`config.mk`:
```
export PLATFORM = sky130hd
export DESIGN_NAME = gemm_tile_scheduler
export DESIGN_NICKNAME = d
export VERILOG_FILES = /design/src/rtl/gemm_tile_scheduler.sv
export SDC_FILE = /design/constraint.sdc
export NUM_CORES = 1
export LEC_CHECK = 0
export BUFFER_PORTS_ARGS = -buffer_cell sky130_fd_sc_hd__clkbuf_2
export CAP_MARGIN = 25
export CORE_MARGIN = 5
export CORE_UTILIZATION = 40
export CTS_CLUSTER_SIZE = 16
export DETAILED_ROUTE_END_ITERATION = 12
export HOLD_SLACK_MARGIN = 0.06
export PLACE_DENSITY_LB_ADDON = 0.15
export SETUP_SLACK_MARGIN = 0.5
export SYNTH_ARGS = -nofsm -noshare
export SYNTH_HDL_FRONTEND = slang
export SYNTH_SLANG_ARGS = --single-unit
```
`constraint.sdc`:
```
create_clock -name clk -period 9.05 [get_ports clk]
set_input_delay 0.4525 -clock clk [delete_from_list [all_inputs] [get_ports clk]]
set_output_delay 0.4525 -clock clk [all_outputs]
set_load 0.1 [all_outputs]
```
`src/rtl/gemm_tile_scheduler.sv`:
```
// rtl/gemm_tile_scheduler.sv - sequences one tiled GEMM job: DMA tile loads, PE chunk runs, status
// Walks output tiles (nt inner, mt outer) and K-chunks per tile from latched job registers.
module gemm_tile_scheduler #(
  parameter int TILE       = 16,
  parameter int ELEM_BYTES = 1,
  parameter int MAX_DIM    = 1024,
  parameter int CNT_W      = 8
) (
  input  logic             clk,
  input  logic             rst_n,
  input  logic             start_i,
  input  logic             abort_i,
  input  logic [31:0]      m_size_i,
  input  logic [31:0]      k_size_i,
  input  logic [31:0]      n_size_i,
  input  logic [31:0]      wgt_base_i,
  input  logic [31:0]      inp_base_i,
  output logic [31:0]      status_o,
  output logic             dma_req_valid_o,
  input  logic             dma_req_ready_i,
  output logic             dma_req_sel_o,
  output logic [31:0]      dma_req_addr_o,
  output logic [15:0]      dma_req_len_o,
  input  logic             dma_done_i,
  output logic             pe_start_o,
  output logic             pe_acc_clear_o,
  input  logic             pe_done_i,
  output logic             tile_done_o,
  output logic [CNT_W-1:0] out_tile_m_o,
  output logic [CNT_W-1:0] out_tile_n_o
);

  localparam int TILE_BYTES = TILE * TILE * ELEM_BYTES;
  localparam logic [CNT_W-1:0] ONE = CNT_W'(1);

  typedef enum logic [3:0] {
    IDLE    = 4'd0,
    CHECK   = 4'd1,
    REQ_W   = 4'd2,
    WAIT_W  = 4'd3,
    REQ_I   = 4'd4,
    WAIT_I  = 4'd5,
    RUN     = 4'd6,
    WAIT_PE = 4'd7,
    NEXT    = 4'd8,
    DONE    = 4'd9
  } state_e;

  state_e            state_q, state_d;
  logic [31:0]       m_q, m_d, k_q, k_d, n_q, n_d;
  logic [31:0]       wbase_q, wbase_d, ibase_q, ibase_d;
  logic [CNT_W-1:0]  mt_q, mt_d, nt_q, nt_d, kt_q, kt_d;
  logic [CNT_W-1:0]  mtn_q, mtn_d, ntn_q, ntn_d, ktn_q, ktn_d;
  logic              hold_q, hold_d;
  logic              abort_seen_q, abort_seen_d;
  logic              done_q, done_d, cfg_err_q, cfg_err_d, aborted_q, aborted_d;
  logic [15:0]       tiles_done_q, tiles_done_d;
  logic              tile_done_q, tile_done_d;
  logic [CNT_W-1:0]  out_m_q, out_m_d, out_n_q, out_n_d;

  logic              abort_act;
  logic [31:0]       w_addr, i_addr;

  function automatic logic size_bad(input logic [31:0] sz);
    return (sz == 32'd0) || (sz > 32'(MAX_DIM));
  endfunction

  function automatic logic [CNT_W-1:0] tiles_of(input logic [31:0] sz);
    return CNT_W'((sz + 32'(TILE - 1)) / 32'(TILE));
  endfunction

  // A level abort seen mid-wait is remembered so it is honoured at the next safe point.
  assign abort_act = abort_i | abort_seen_q;
  assign w_addr = wbase_q + (32'(kt_q) * 32'(ntn_q) + 32'(nt_q)) * 32'(TILE_BYTES);
  assign i_addr = ibase_q + (32'(mt_q) * 32'(ktn_q) + 32'(kt_q)) * 32'(TILE_BYTES);

  assign status_o     = {tiles_done_q, 8'h00, 4'(state_q), aborted_q, cfg_err_q, done_q,
                         (state_q != IDLE)};
  assign tile_done_o  = tile_done_q;
  assign out_tile_m_o = out_m_q;
  assign out_tile_n_o = out_n_q;

  always_ff @(posedge clk or negedge rst_n) begin
    if (!rst_n) begin
      state_q      <= IDLE;
      m_q          <= '0;
      k_q          <= '0;
      n_q          <= '0;
      wbase_q      <= '0;
      ibase_q      <= '0;
      mt_q         <= '0;
      nt_q         <= '0;
      kt_q         <= '0;
      mtn_q        <= '0;
      ntn_q        <= '0;
      ktn_q        <= '0;
      hold_q       <= 1'b0;
      abort_seen_q <= 1'b0;
      done_q       <= 1'b0;
      cfg_err_q    <= 1'b0;
      aborted_q    <= 1'b0;
      tiles_done_q <= '0;
      tile_done_q  <= 1'b0;
      out_m_q      <= '0;
      out_n_q      <= '0;
    end else begin
      state_q      <= state_d;
      m_q          <= m_d;
      k_q          <= k_d;
      n_q          <= n_d;
      wbase_q      <= wbase_d;
      ibase_q      <= ibase_d;
      mt_q         <= mt_d;
      nt_q         <= nt_d;
      kt_q         <= kt_d;
      mtn_q        <= mtn_d;
      ntn_q        <= ntn_d;
      ktn_q        <= ktn_d;
      hold_q       <= hold_d;
      abort_seen_q <= abort_seen_d;
      done_q       <= done_d;
      cfg_err_q    <= cfg_err_d;
      aborted_q    <= aborted_d;
      tiles_done_q <= tiles_done_d;
      tile_done_q  <= tile_done_d;
      out_m_q      <= out_m_d;
      out_n_q      <= out_n_d;
    end
  end

  always_comb begin
    state_d         = state_q;
    m_d             = m_q;
    k_d             = k_q;
    n_d             = n_q;
    wbase_d         = wbase_q;
    ibase_d         = ibase_q;
    mt_d            = mt_q;
    nt_d            = nt_q;
    kt_d            = kt_q;
    mtn_d           = mtn_q;
    ntn_d           = ntn_q;
    ktn_d           = ktn_q;
    hold_d          = hold_q;
    abort_seen_d    = abort_seen_q;
    done_d          = done_q;
    cfg_err_d       = cfg_err_q;
    aborted_d       = aborted_q;
    tiles_done_d    = tiles_done_q;
    tile_done_d     = 1'b0;
    out_m_d         = out_m_q;
    out_n_d         = out_n_q;
    dma_req_valid_o = 1'b0;
    dma_req_sel_o   = 1'b0;
    dma_req_addr_o  = '0;
    dma_req_len_o   = '0;
    pe_start_o      = 1'b0;
    pe_acc_clear_o  = 1'b0;

    if (state_q != IDLE && abort_i) abort_seen_d = 1'b1;

    case (state_q)
      IDLE: begin
        if (start_i) begin
          state_d      = CHECK;
          m_d          = m_size_i;
          k_d          = k_size_i;
          n_d          = n_size_i;
          wbase_d      = wgt_base_i;
          ibase_d      = inp_base_i;
          done_d       = 1'b0;
          cfg_err_d    = 1'b0;
          aborted_d    = 1'b0;
          tiles_done_d = '0;
          abort_seen_d = 1'b0;
          hold_d       = 1'b0;
        end
      end
      CHECK: begin
        if (size_bad(m_q) || size_bad(k_q) || size_bad(n_q)) begin
          cfg_err_d = 1'b1;
          state_d   = IDLE;
        end else begin
          mtn_d   = tiles_of(m_q);
          ktn_d   = tiles_of(k_q);
          ntn_d   = tiles_of(n_q);
          mt_d    = '0;
          nt_d    = '0;
          kt_d    = '0;
          state_d = REQ_W;
        end
      end
      REQ_W, REQ_I: begin
        // Once valid has been shown it stays up until accepted, abort or not.
        if (!hold_q && abort_act) begin
          aborted_d = 1'b1;
          state_d   = IDLE;
        end else begin
          dma_req_valid_o = 1'b1;
          dma_req_sel_o   = (state_q == REQ_I);
          dma_req_addr_o  = (state_q == REQ_I) ? i_addr : w_addr;
          dma_req_len_o   = 16'(TILE_BYTES);
          if (dma_req_ready_i) begin
            hold_d  = 1'b0;
            state_d = (state_q == REQ_I) ? WAIT_I : WAIT_W;
          end else begin
            hold_d = 1'b1;
          end
        end
      end
      WAIT_W:  if (dma_done_i) state_d = REQ_I;
      WAIT_I:  if (dma_done_i) state_d = RUN;
      RUN: begin
        pe_start_o     = 1'b1;
        pe_acc_clear_o = (kt_q == '0);
        state_d        = WAIT_PE;
      end
      WAIT_PE: if (pe_done_i) state_d = NEXT;
      NEXT: begin
        if (abort_act) begin
          aborted_d = 1'b1;
          state_d   = IDLE;
        end else if (kt_q < ktn_q - ONE) begin
          kt_d    = kt_q + ONE;
          state_d = REQ_W;
        end else begin
          tile_done_d = 1'b1;
          out_m_d     = mt_q;
          out_n_d     = nt_q;
          kt_d        = '0;
          if (tiles_done_q != 16'hFFFF) tiles_done_d = tiles_done_q + 16'd1;
          if (mt_q == mtn_q - ONE && nt_q == ntn_q - ONE) begin
            state_d = DONE;
          end else begin
            state_d = REQ_W;
            if (nt_q == ntn_q - ONE) begin
              nt_d = '0;
              mt_d = mt_q + ONE;
            end else begin
              nt_d = nt_q + ONE;
            end
          end
        end
      end
      DONE: begin
        done_d  = 1'b1;
        state_d = IDLE;
      end
      default: state_d = IDLE;
    endcase
  end

endmodule
```
; Yosys cells after proc, flatten, opt, wreduce, memory -nomap -nowiden
; Cells that the tools add are included.
; W data, S select, Z words.
[totals]
regBits = 250
latch_bits = 0
ramBits = 0
rom_bits = 0
out_inout_bits = 101
word_cells = 164
n_memories = 0
[op_classes]
addsub = 14
n_mul = 2
div = 0
n_lt_le_gt_ge = 4
n_eq_ne = 27
n_shift = 0
muxes = 58
bitwise_logic = 4
n_reduce_logical = 34
[op_table]
columns = cell, count
row1 = $gt A32 B11 Y1 const B, 3
row2 = $logic_not A32 Y1, 3
row3 = $mux W32, 3
row4 = $mux W8, 11
row5 = $add A32 B25 Y32, 2
row6 = $mux W16, 4
row7 = $pmux W8 S2, 3
row8 = $add A12 B4 Y12 const B, 3
row9 = $mux W4, 9
row10 = $add A16 B8 Y17, 2
row11 = $mul A8 B8 Y16, 2
row12 = $pmux W16 S2, 1
row13 = $pmux W4 S8, 1
row14 = $ne A2 B2 Y1 const B, 14
row15 = $add A8 B1 Y8 const B, 3
row16 = $sub A8 B1 Y8 const B, 3
row17 = $mux W1, 18
row18 = $mux W9, 2
row19 = $add A16 B1 Y16 const B, 1
row20 = $eq A4 B3 Y1 const B, 4
row21 = $eq A8 B8 Y1, 2
row22 = $ne A16 B16 Y1 const B, 1
row23 = $reduce_and A5 Y1, 3
row24 = $reduce_and A3 Y1, 4
row25 = other kinds (23), 41

; Depth between registers and ports, before layout
[logic_depth]
ltp_word = 7
mapped_depth = 29

; Worst setup path before layout
; OpenSTA, ideal clock, no wires.
[synth_timing]
kind = reg2out
from = register mt_q[3]
to = output port dma_req_addr_o[28]
arrival_ns = 7.859
required_time_ns = 8.597
path_slack_ns = 0.739
stages_incl_launch_ff = 27
cell_sequence = dfrtp_1 > clkbuf_1 > nand2_1 > fa_1 > inv_1 > fa_1 > ha_1 > inv_1 > fa_1 > inv_1 > ha_1 > a21o_1 > a21oi_1 > o21ai_0 > a31o_2 > a21oi_1 > xnor2_1 > ha_1 > a21oi_1 > nand2_1 > a221o_1 > o2111ai_1 > a41o_1 > nor2b_1 > o2111ai_1 > xor2_1 > a211oi_1
[synth_via]
elab_chain_len = 6
[synth_rtl]
columns = element, line_no
row1 = start: declaration, 52  ; logic [CNT_W-1:0] mt_q, mt_d, nt_q, nt_d, kt_q, kt_d;
row2 = start signal: assignment, 113  ; mt_q <= mt_d;
row3 = $mul A8 B8 Y16, 75  ; assign i_addr = ibase_q + (32'(mt_q) * 32'(ktn_q) + 32'(kt_q)) * 32'(TILE_BYTES);
row4 = $add A16 B8 Y17, 75
row5 = $add A32 B25 Y32, 75
row6 = $mux W32, 201  ; dma_req_addr_o = (state_q == REQ_I) ? i_addr : w_addr;
row7 = $mux W32, 195  ; if (!hold_q && abort_act) begin
row8 = $mux W32, 162  ; case (state_q)
row9 = end: declaration, 22  ; output logic [31:0] dma_req_addr_o,
; No other way between the ends.

; Worst setup path after layout
[layout_timing]
from = register kt_q[4]
to = output port dma_req_addr_o[23]
[layout_via]
elab_chain_len = 6
word_cells_on_any_way = 8
cone_classes = add/sub: 4 / mul: 1 / mux: 3
[layout_rtl]
columns = element, line_no
row1 = start: declaration, 52
row2 = start signal: assignment, 115  ; kt_q <= kt_d;
row3 = $mul A8 B8 Y16, 74  ; assign w_addr = wbase_q + (32'(kt_q) * 32'(ntn_q) + 32'(nt_q)) * 32'(TILE_BYTES);
row4 = $add A16 B8 Y17, 74
row5 = $add A32 B25 Y32, 74
row6 = $mux W32 *, 201
row7 = $mux W32 *, 195
row8 = $mux W32 *, 162
; Every way passes the cells marked *; elsewhere a longest branch is shown, timed or not.

==> results_dict.tcl <==
set metrics [dict create \
    io_buffers 244 \
    synth_area_sq_mm 0.01822 \
    layout_commonest_cell "nand2_1" \
    drive_gt1_frac 0.1243 \
    hpwl_um 36250 \
    antenna_found_initial 0 \
    skew_ns 0.009139 \
    syn_to_final_growth_pct 21.75 \
    clock_path_buffers 3 \
    die_height_um 223.4 \
    yosys.area.top_type "dfrtp_1" \
    final_nets 2907 \
    floorplan.io_pins 268 \
    cts.sinks 250 \
    worstSetupStartpointType "flip-flop" \
    crit_fanout 14 \
    grtUsageTotal 0.1983 \
    cts_setup_buffers 0 \
    utilization 0.4910 \
    crit_type "reg -> out" \
    drv_slew 0 \
    endpoint_kind "primary output" \
    fin_tns_setup_ns 0 \
    power_density_mw_per_mm2 211.5 \
    hold_class "in -> reg" \
    drt_pre_antenna_iters 4 \
    synthFlopType "dfrtp_1" \
    drtAntennaViolNets 0 \
    post_drt_wl_per_cell_um 15.97 \
    cap_viol_max_count 0 \
    power_frac_comb 0.359 \
    viasPerCell 4.938 \
    initial_utilization 0.4033 \
    n_antenna_cell 0 \
    ff_latch_area_sq_mm 0.006259 \
    synth_edf_count 0 \
    yosysTopAreaCellShare 0.3433 \
    vias 15510 \
    worstMarginPinSlew_ns 0.9915 \
    grt_pass1_vias 15670 \
    crit_required_ns 8.60 \
    grt_max_degree 174 \
    async_reset_ff_frac 1.000 \
    final_cell_mix "659 x nand2_1, 248 x dfrtp_1, 239 x clkbuf_2" \
    fillCellCount 4360 \
    gp_congestion 0.8458 \
    routed_wl_um 50170 \
    row_count 78 \
    synth.avg_cell_area_sq_um 8.290 \
    arrival_ns 7.54 \
    synth.distinct_cells 69 \
    htreeDepth 1 \
    post-route-period-util 0.8833 \
    worst_slew_margin_rel 0.3390 \
    finalSetupViolCount 0 \
    drc_errors 0 \
    die-area_sq_mm 0.04992 \
    pwr-share-clk 0.263 \
    hold_violations 0 \
    p_switching_mw 1.920 \
    ff2ff_setup_slack_ns 4.21 \
    fmax_ghz 0.1251 \
    rsz0062_at_grt "false" \
    yosysWarnings 0 \
    drtIter0Drc 827 \
    design.core.area_sq_mm 0.04519 \
    min_period_ns 7.994 \
    swShare 0.4093 \
    irDropWorstVdd_v 0.0001502 \
    clk_latency_ns 0.59 \
    p_seq_frac 0.378 \
    yosys-top-cells-area "dfrtp_1 34%, nand2_1 14%, fa_1 9.9%" \
    synth-seq-cells 250 \
    fp.dieW_um 223.4 \
    yosysSeqAreaShare 0.3433 \
    clkTransAtPathRegs_ns 0.06 \
    p_int_mw 2.772 \
    numCtsBuffers 29 \
    syn_inst 2198 \
    cts_root_buf "clkbuf_16" \
    overflow 0 \
    cts_tree "built" \
    multiInputGateArea_sq_mm 0.01087 \
    grt_pass1_wl_um 81970 \
    leakage_nw 11.65 \
    run_status "complete, no violations" \
]
## timing repair
| item | CTS | global route |
|---|---|---|
| resized for setup | 0 | 9 |
| endpoints found under the hold margin | 214 | 0 |
| hold buffers | 138 | 0 |
| endpoints found under the setup margin | 0 | 5 |
## stage by stage
| stage | setup slack [ns] | instances | hold slack [ns] | area (sq um) | total power [mW] |
|---|---|---|---|---|---|
| floorplan | 0.7390 | 2220 | 0.1569 | 18300 | 2.970 |
| global placement | 1.596 | 2950 | 0.4586 | 19790 | 3.392 |
| detailed placement | 1.457 | 2950 | 0.4626 | 19790 | 3.424 |
| CTS | 0.8165 | 3142 | 0.06324 | 22180 | 4.729 |
| global route | 0.5244 | 3142 | 0.06931 | 22190 | 5.026 |
| finish | 1.056 | 3142 | 0.07791 | 22190 | 4.692 |
## power groups by stage
stage	logic [mW]	registers, mW	clock network [mW]
global route	1.89	1.82	1.31
finish	1.68	1.77	1.23
floorplan	1.25	1.72	0
CTS	1.69	1.77	1.26
detailed placement	1.63	1.79	0
global placement	1.61	1.78	0
## cell type report
class | count | share of cell area
multi-input combinational | 1684 | 0.4898
clock buffer | 46 | 0.04055
sequential | 250 | 0.2821
tap | 600 | 0.03384
timing repair buffer | 389 | 0.1210
inverter | 165 | 0.02792
clock inverter | 8 | 0.004737
## critical path: stages (launching register included)
cell and delay (ns):
dfrtp_1 0.60, inv_1 0.15, fa_1 0.56, inv_1 0.06, fa_1 0.46, ha_1 0.29
inv_1 0.05, fa_1 0.59, inv_1 0.06, ha_1 0.28, a21o_1 0.18, a21oi_1 0.19
o21ai_0 0.14, a31o_2 0.27, a21oi_1 0.16, xnor2_1 0.14, ha_1 0.31, a21oi_1 0.19
nand2_1 0.07, a221o_1 0.39, o21bai_1 0.19, a2111oi_0 0.60, nor2_1 0.10, xor2_1 0.21
a21oi_1 0.10, nor2_1 0.13, clkbuf_2 0.47
## sequential cells by signal, indices dropped and copies added (netlist names), 16 cells and up
register	count
n_q	32
tiles_done_q	16
k_q	32
m_q	32
ibase_q	32
wbase_q	32
## synth_stat cells (4+ instances only)
cell	n
o22ai_1	6
o21bai_1	6
a21o_1	13
ha_1	131
xor2_1	44
inv_1	164
o31ai_1	9
a31oi_1	4
a211oi_1	11
o211ai_1	5
buf_4	27
nand2_1	660
nand4_1	18
nor4_1	26
nor2b_1	22
nand2b_1	12
clkbuf_1	90
dfrtp_1	250
nor3_1	30
nand3b_1	6
and2_1	95
fa_1	90
or4_1	4
xnor2_1	73
o21ai_0	89
or3_1	13
and3_1	19
a21oi_1	79
nor2_1	99
o21a_1	10
nand3_1	38
## cell families after synthesis
group | share of synthesized area
flip-flops | 0.3433
buffers and inverters | 0.06537
adder cells (fa/ha/maj) | 0.1894
other | 0.0002058
multiplexers | 0.002884
XOR/XNOR | 0.05624
AND/OR/NAND/NOR | 0.2561
AO/OA/AOI/OAI | 0.08652
## routing by layer
metal	global-route usage	vias up	share of wire
met5	0	-	0
met2	0.3481	280	0.51
met4	0.03360	0	0.016
met1	0.2675	7500	0.44
li1	-	7690	-
met3	0.02474	44	0.038
## path summary, 6_finish.rpt
path	depth (start not counted)	to	start
setup / recovery	26	dma_req_addr_o[23]	kt_q[4]$_DFFE_PN0P_
hold / removal	3	wbase_q[8]$_DFFE_PN0P_	wgt_base_i[8]
setup reg to reg	13	mt_q[0]$_DFFE_PN0P_	ktn_q[5]$_DFFE_PN0P_
hold reg to reg	2	ibase_q[3]$_DFFE_PN0P_	ibase_q[3]$_DFFE_PN0P_
max in group asynchronous	3	mt_q[2]$_DFFE_PN0P_	rst_n
min in group asynchronous	2	wbase_q[4]$_DFFE_PN0P_	rst_n
Note: power is estimated with default switching activity, not from simulation.
